[src/rtl/cpu_clock_ctrl.sv]
// cpu_clock_ctrl: derives a 50%-duty main_clk from the board clock with
// free-run and single-step modes. The switch and the button are synchronised,
// and the button is also debounced. Stopping always lands on a whole cycle of
// the downstream divide-by-2 stage (an even number of main_clk rising edges).
module cpu_clock_ctrl #(
  parameter int unsigned DIV      = 4,
  parameter int unsigned DEBOUNCE = 16
) (
  input  logic clk,
  input  logic resetn,
  input  logic run_sw,
  input  logic step_btn,
  input  logic halt,
  output logic main_clk,
  output logic running,
  output logic step_done
);

  localparam logic [15:0] DIV_M1 = 16'(DIV - 1);
  localparam logic [15:0] DB_M1  = 16'(DEBOUNCE - 1);

  typedef enum logic [1:0] {IDLE, RUN, STEP, STOPPING} state_t;

  state_t      state, state_n;
  logic        run_s1, run_s2;
  logic        btn_s1, btn_s2;
  logic        btn_acc;
  logic [15:0] db_cnt;
  logic        step_req;
  logic [15:0] phase, phase_n;
  logic        mclk_n;
  logic        parity, parity_n;
  logic        done_n;
  logic        tick;

  // two-flop synchronisers for the asynchronous switch and the raw button
  always_ff @(posedge clk or negedge resetn) begin
    if (!resetn) begin
      run_s1 <= 1'b0;
      run_s2 <= 1'b0;
      btn_s1 <= 1'b0;
      btn_s2 <= 1'b0;
    end else begin
      run_s1 <= run_sw;
      run_s2 <= run_s1;
      btn_s1 <= step_btn;
      btn_s2 <= btn_s1;
    end
  end

  // debounce: db_cnt counts consecutive samples that differ from the accepted
  // level; any sample equal to the accepted level restarts it
  always_ff @(posedge clk or negedge resetn) begin
    if (!resetn) begin
      btn_acc <= 1'b0;
      db_cnt  <= '0;
    end else if (btn_s2 == btn_acc) begin
      db_cnt  <= '0;
    end else if (db_cnt == DB_M1) begin
      btn_acc <= btn_s2;
      db_cnt  <= '0;
    end else begin
      db_cnt  <= db_cnt + 16'd1;
    end
  end

  // Step request: the cycle in which the accepted level goes 0->1. It is taken
  // straight from the debounce registers, so it is seen in the same cycle as
  // the accept. A request the FSM does not take in that cycle is lost.
  assign step_req = btn_s2 & ~btn_acc & (db_cnt == DB_M1);

  assign tick = (phase == DIV_M1);

  // state, phase counter, main_clk, parity, and the registered status outputs
  always_ff @(posedge clk or negedge resetn) begin
    if (!resetn) begin
      state     <= IDLE;
      phase     <= '0;
      main_clk  <= 1'b0;
      parity    <= 1'b0;
      running   <= 1'b0;
      step_done <= 1'b0;
    end else begin
      state     <= state_n;
      phase     <= phase_n;
      main_clk  <= mclk_n;
      parity    <= parity_n;
      running   <= (state_n != IDLE);
      step_done <= done_n;
    end
  end

  // Next state and next datapath values. STEP and STOPPING share the exit
  // rule: leave on the falling edge that follows an even edge count. A STEP
  // starts at parity 0, so that exit gives exactly two rising edges.
  always_comb begin
    state_n  = state;
    phase_n  = phase;
    mclk_n   = main_clk;
    parity_n = parity;
    done_n   = 1'b0;
    case (state)
      IDLE: begin
        phase_n  = '0;
        mclk_n   = 1'b0;
        parity_n = 1'b0;
        if (run_s2 && !halt)
          state_n = RUN;
        else if (step_req && !halt)
          state_n = STEP;
      end
      RUN, STEP, STOPPING: begin
        if (tick) begin
          phase_n = '0;
          mclk_n  = ~main_clk;
          if (!main_clk)
            parity_n = ~parity;
        end else begin
          phase_n = phase + 16'd1;
        end
        if (state == RUN) begin
          if (!run_s2 || halt)
            state_n = STOPPING;
        end else if (tick && main_clk && !parity) begin
          state_n = IDLE;
          phase_n = '0;
          mclk_n  = 1'b0;
          done_n  = (state == STEP);
        end
      end
      default: begin
        state_n = IDLE;
        phase_n = '0;
        mclk_n  = 1'b0;
      end
    endcase
  end

endmodule

[config.mk]
export PLATFORM = sky130hd
export DESIGN_NAME = cpu_clock_ctrl
export DESIGN_NICKNAME = d
export VERILOG_FILES = /design/src/rtl/cpu_clock_ctrl.sv
export SDC_FILE = /design/constraint.sdc
export NUM_CORES = 1
export LEC_CHECK = 0
export CAP_MARGIN = 20
export CORE_UTILIZATION = 55
export CTS_BUF_LIST = sky130_fd_sc_hd__clkbuf_8
export CTS_CLUSTER_SIZE = 10
export DETAILED_ROUTE_END_ITERATION = 16
export GPL_TIMING_DRIVEN = 0
export PLACE_DENSITY = 0.78
export SLEW_MARGIN = 20
export SYNTH_ARGS = -nofsm -noshare
export SYNTH_HDL_FRONTEND = slang
export SYNTH_SLANG_ARGS = --single-unit
[constraint.sdc]
create_clock -name clk -period 1.85 [get_ports clk]
set_clock_uncertainty 0.1 [all_clocks]
set_input_delay 0.555 -clock clk [delete_from_list [all_inputs] [get_ports clk]]
set_output_delay 0.555 -clock clk [all_outputs]
set_load 0.01 [all_outputs]
# Word level (Yosys, flattened, before mapping)
# Index checks and enable logic that the tools add are counted.
totals:
  ff_bits: 43
  wordCells: 63
  inputBits: 5
  out_inout_bits: 3
op_classes:
  n_mux: 22
  eq_ne: 8
  reduce_logical: 13
  add_sub_neg: 2
  bitwise_logic: 6
op_table:
  columns: ["cell", "count"]
  rows:
  - ["2-to-1 mux 16 bit", 5]
  - ["adder 16 x 1 -> 16 bit, second input constant", 2]
  - ["one-hot mux 16 bit (2 select lines)", 1]
  - ["== test 16 x 2 -> 1 bit, second input constant", 1]
  - ["== test 16 x 4 -> 1 bit, second input constant", 1]
  - ["2-to-1 mux 2 bit", 5]
  - ["2-to-1 mux 1 bit", 8]
  - ["== test 2 bit, second input constant", 2]
  - ["logical AND 1 bit", 4]
  - ["inequality test 2 bit, second input constant", 2]
  - ["NOT 1 bit", 4]
  - ["one-hot mux 1 bit (2 select lines)", 2]
  - ["one-hot mux 2 bit (2 select lines)", 1]
  - ["AND reduction 2 bit", 2]
  - ["zero test 1 bit", 3]
  - ["OR reduction 3 bit", 1]
  - ["AND 1 bit", 2]
  - ["== test 2 x 1 -> 1 bit, second input constant", 1]
  - ["zero test 2 bit", 1]
  - ["nonzero test 2 bit", 1]
  - ["== test 1 bit", 1]
  - ["logical OR 1 bit", 1]

# Logic depth before layout (Yosys ltp)
logic_depth:
  depth_word: 8
  mapped_depth: 10

# Worst setup path after synthesis
# No wires, ideal clock.
synth_path:
  path_kind: "flip-flop to flip-flop"
  startpoint: "register phase[0]"
  endpoint: "register phase[10]"
  setup_time_ns: 0.071
  path_buffers: 1
  setup_slack_ns: -0.171
  arrival_time_ns: 1.849
  path_stages_with_launch: 11
  path_cell_list: "dfrtp_1 ha_1 nor4b_2 nand4_1 inv_1 ha_1 and3b_1 nor2_1 nand2_1 buf_2 nor2_1"
synth_via:
  elab_chain_cells: 6
  elab_cells_between_ends: 8
synth_rtl:
  columns: ["element", "line", "text"]
  rows:
  - ["start, declared", "30", "logic [15:0] phase, phase_n;"]
  - ["start signal, assigned", "85", "phase <= phase_n;"]
  - ["parallel branches: the longest is 4 deep, another holds adder 16 x 1 -> 16 bit", null, null]
  - ["2-to-1 mux 16 bit (*)", "121", "if (state == RUN) begin"]
  - ["one-hot mux 16 bit (2 select lines) (*)", "102", "case (state)"]
  - ["named net phase_n[10]", "30", null]
# Mark *: on every way through the listed nets, which the timed path passes.
# A chain may end at the register's enable or synchronous reset.

# Final worst setup path
layout_path:
  startpoint: "register phase[1]"
  endpoint: "register phase[6]"
# Same word-level chain as after synthesis.

==> qor.log <==
INFO  outcome        outcome=complete, but fails checks
INFO  outcome        failed_checks=negative setup slack
INFO  cts            clkSlewWorstSetupHoldPaths=0.08ns
INFO  synthesis      yosys_warnings=0
INFO  synthesis      synth.area.top_cells=dfrtp_1 (53%), nor2_1 (6.6%), xnor2_1 (6.0%)
INFO  placement      globalplace.congestion=0.7742
INFO  placement      post_dp_cell_area=0.002207mm^2
INFO  synthesis      synthDistinctLibCells=31
INFO  worst_setup_path crit_fanout=5
INFO  synthesis      seq_area_frac_synth=52.66%
INFO  sta            finalSetupViolations=17
INFO  sta            worstMarginPinSlew=0.5125ns
INFO  final_layout   layout_cells_sized_above_1=31.42%
INFO  global_route   maximum_number_of_pins_on_one_net_before_global_route_repair=24
INFO  floorplanning  fp.dieW=62.95um
INFO  synthesis      synth.ff_latch_count=43
INFO  global_route   first_global_vias=1624
INFO  global_route   global_route.overflow_total=0
INFO  final_layout   post_layout_nonfiller_instances=272
INFO  route          drt_drc_violations_left=0
INFO  synthesis      netlist.area_leader.share=52.66%
INFO  worst_setup_path r2r_cells=10
INFO  floorplanning  placementRows=21
INFO  route          final_antenna_net_count=0
INFO  cts            cts-buffers-inserted=5
INFO  power          standby_leakage_power=1.092nW
INFO  power          vdd_drop_max=487.5uV
INFO  cts            clock_tree.htree_level_count=2
INFO  synthesis      synth_nets=200
INFO  synthesis      synth_enable_flop_cells=0
INFO  floorplanning  pin_count=8
INFO  final_layout   reg.largest.list=db_cnt x16, phase x16, state x2
INFO  final_layout   syn_to_final_growth=26.15%
INFO  synthesis      netlist_area_pre_place=0.002043mm^2
INFO  synthesis      most_used_standard_cell_by_instance_count_after_synthesis=dfrtp_1
INFO  worst_setup_path critical_path_required=1.94ns
INFO  sta            final_critical_path_setup_slack=-0.1701ns
INFO  placement      dp_hpwl=2.573mm
INFO  worst_setup_path worstSetupPathType=flip-flop to flip-flop
INFO  global_route   grt.met3_usage=7.482%
INFO  global_route   grt_antenna_before_repair=0
INFO  route          vias=1601
INFO  route          drt_pass_1_iters=4
INFO  placement      dp_cells=245
INFO  cts            cts.sinks=43
INFO  cts            cts_tree=yes
INFO  global_route   global_route_wire_length_before_repair=7.362mm
INFO  synthesis      yosys.area.top_type=dfrtp_1
INFO  worst_setup_path worstPathArrival=2.11ns
INFO  route          detail_route.wirelength=4.396mm
INFO  global_route   total_routing_usage_reported_by_global_routing=24.57%
INFO  sta            timing.final.hold_violations=0
INFO  final_layout   final_nets=234
INFO  min_path       holdCritPathClass=primary input to asynchronous set/reset pin
INFO  cts            clock_path_buffers=2
INFO  cts            clock-root-buffer=clkbuf_8
INFO  floorplanning  initial_core_util=59.36%
INFO  final_layout   antenna_cells_inserted=0
INFO  cts            quantity_of_hold_fixing_buffers_added_after_cts=0
INFO  sta            worst_relative_slew_slack=65.84%
INFO  sta            finalSetupTns=-2.405ns
INFO  worst_setup_path setup.worst_path.start_class=flip-flop
INFO  placement      dp_slack=-0.3404ns
INFO  floorplanning  core_area=0.003442mm^2
INFO  floorplanning  floorplan.die_area=0.003963mm^2
INFO  sta            number_of_max_slew_violations_in_the_final_report=0
INFO  power          power_density=1048mW/mm^2
INFO  sta            grt_setup_unrepaired=yes
INFO  synthesis      synth_area_per_cell=10.70um^2
INFO  route          routed_via_count_divided_by_cell_count=5.886
INFO  floorplanning  die_h=62.95um
INFO  sta            finalCritPeriodShare=109.2%
INFO  synthesis      ffs_w_async_s_r_synth=100.0%
INFO  job            max_cap_viol_count=0
INFO  synthesis      postSynthCellCount=191
INFO  synthesis      dominantRegCellSynth=dfrtp_1
INFO  global_route   grtUsageMet1=31.34%
INFO  global_route   grt_use_met2=38.58%
INFO  global_route   globalRoute.busiestLayer=met2
INFO  sta            fmax=495.0MHz
INFO  cts            clk_latency_worst_skew_pair=0.30ns
INFO  placement      number_of_i_o_port_buffers=7
INFO  route          average_wire_per_cell_in_the_routed_design=16.16um
INFO  synthesis      synth.cells.most_frequent=dfrtp_1 (43), nor2_1 (36), xnor2_1 (14), xor2_1 (12), nand4_1 (11)
INFO  route          first_iter_violations=66
INFO  worst_setup_path setup.worst_path.end_class=flip-flop
INFO  final_layout   fin_area=0.002577mm^2
INFO  sta            post-route-min-period=2.020ns
cell type report:
class	instances	area (um^2)
Sequential cell	43	1080
Multi-Input combinational cell	137	1059
Fill cell	221	864.6
Timing Repair Buffer	27	244.0
Clock buffer	5	68.82
Tap cell	46	57.56
Inverter	8	30.03
Buffer	3	26.28
Clock inverter	3	12.51
report_power, final:
group / internal (mW) / leakage [nW] / total [mW] / switching (mW)
clock network: 0.254 / 0.0505 / 0.557 / 0.303
logic: 0.511 / 0.478 / 0.962 / 0.451
registers: 1.06 / 0.563 / 1.18 / 0.125
total: 1.82 / 1.09 / 2.70 / 0.879
critical path, stage by stage, from the launching register on:
cell and delay, ns:
dfrtp_1 0.39, ha_2 0.20, nor4b_4 0.18, nand4_1 0.19, inv_2 0.14, ha_4 0.14
and3b_2 0.22, nor2_4 0.05, nand2_4 0.11, buf_6 0.14, nor2_2 0.05
worst paths after layout:
kind	from	to	slack (ns)
setup / recovery	phase[1]	phase[6]	-0.17
hold / removal	resetn	running	0.12
setup reg to reg	phase[1]	phase[6]	-0.17
hold reg to reg	btn_s1	btn_s2	0.25
max in group asynchronous	resetn	phase[2]	1.03
min in group clk	btn_s1	btn_s2	0.25
per-stage QoR:
step	util, %	total power, mW	hold WS (ns)
5_1_grt	74.88	2.830	0.1515
2_1_floorplan	-	1.474	0.1594
6_report	74.88	2.702	0.1164
3_5_place_dp	64.12	1.655	0.2365
3_3_place_gp	63.47	1.605	0.2322
4_1_cts	71.03	2.469	0.1189
cell families after synthesis:
logic type / synth area share [%]
adder cells (fa/ha/maj): 2.450
flip-flops: 52.66
multiplexers: 0.5511
AO/OA/AOI/OAI: 3.368
buffers and inverters: 2.449
XOR/XNOR: 11.15
AND/OR/NAND/NOR: 27.37
what timing repair did:
item,4_1_cts,5_1_grt
gates resized for setup,17,24
cloned,1,0
endpoints found under the setup margin,20,32
hold endpoints to repair,0,0
pin swaps,9,12
buffers inserted,13,7
placed cells by master (no fill, tap or decap), drive strengths merged, types with 6 or more instances in the layout:
cell type / netlist / routed
nand2: 6 / 6
nor2: 36 / 36
nand4: 12 / 12
nor4: 9 / 9
xor2: 12 / 12
xnor2: 14 / 14
inv: 8 / 10
dfrtp: 43 / 43
buf: 3 / 24
nand3: 10 / 10
metal layers:
metal | routed length (um) | vias up
li1 | - | 737
met1 | 1875 | 806
met2 | 2186 | 45
met3 | 206 | 13
met4 | 127 | 0
met5 | 0 | -
(Power assumes the default switching activity.)
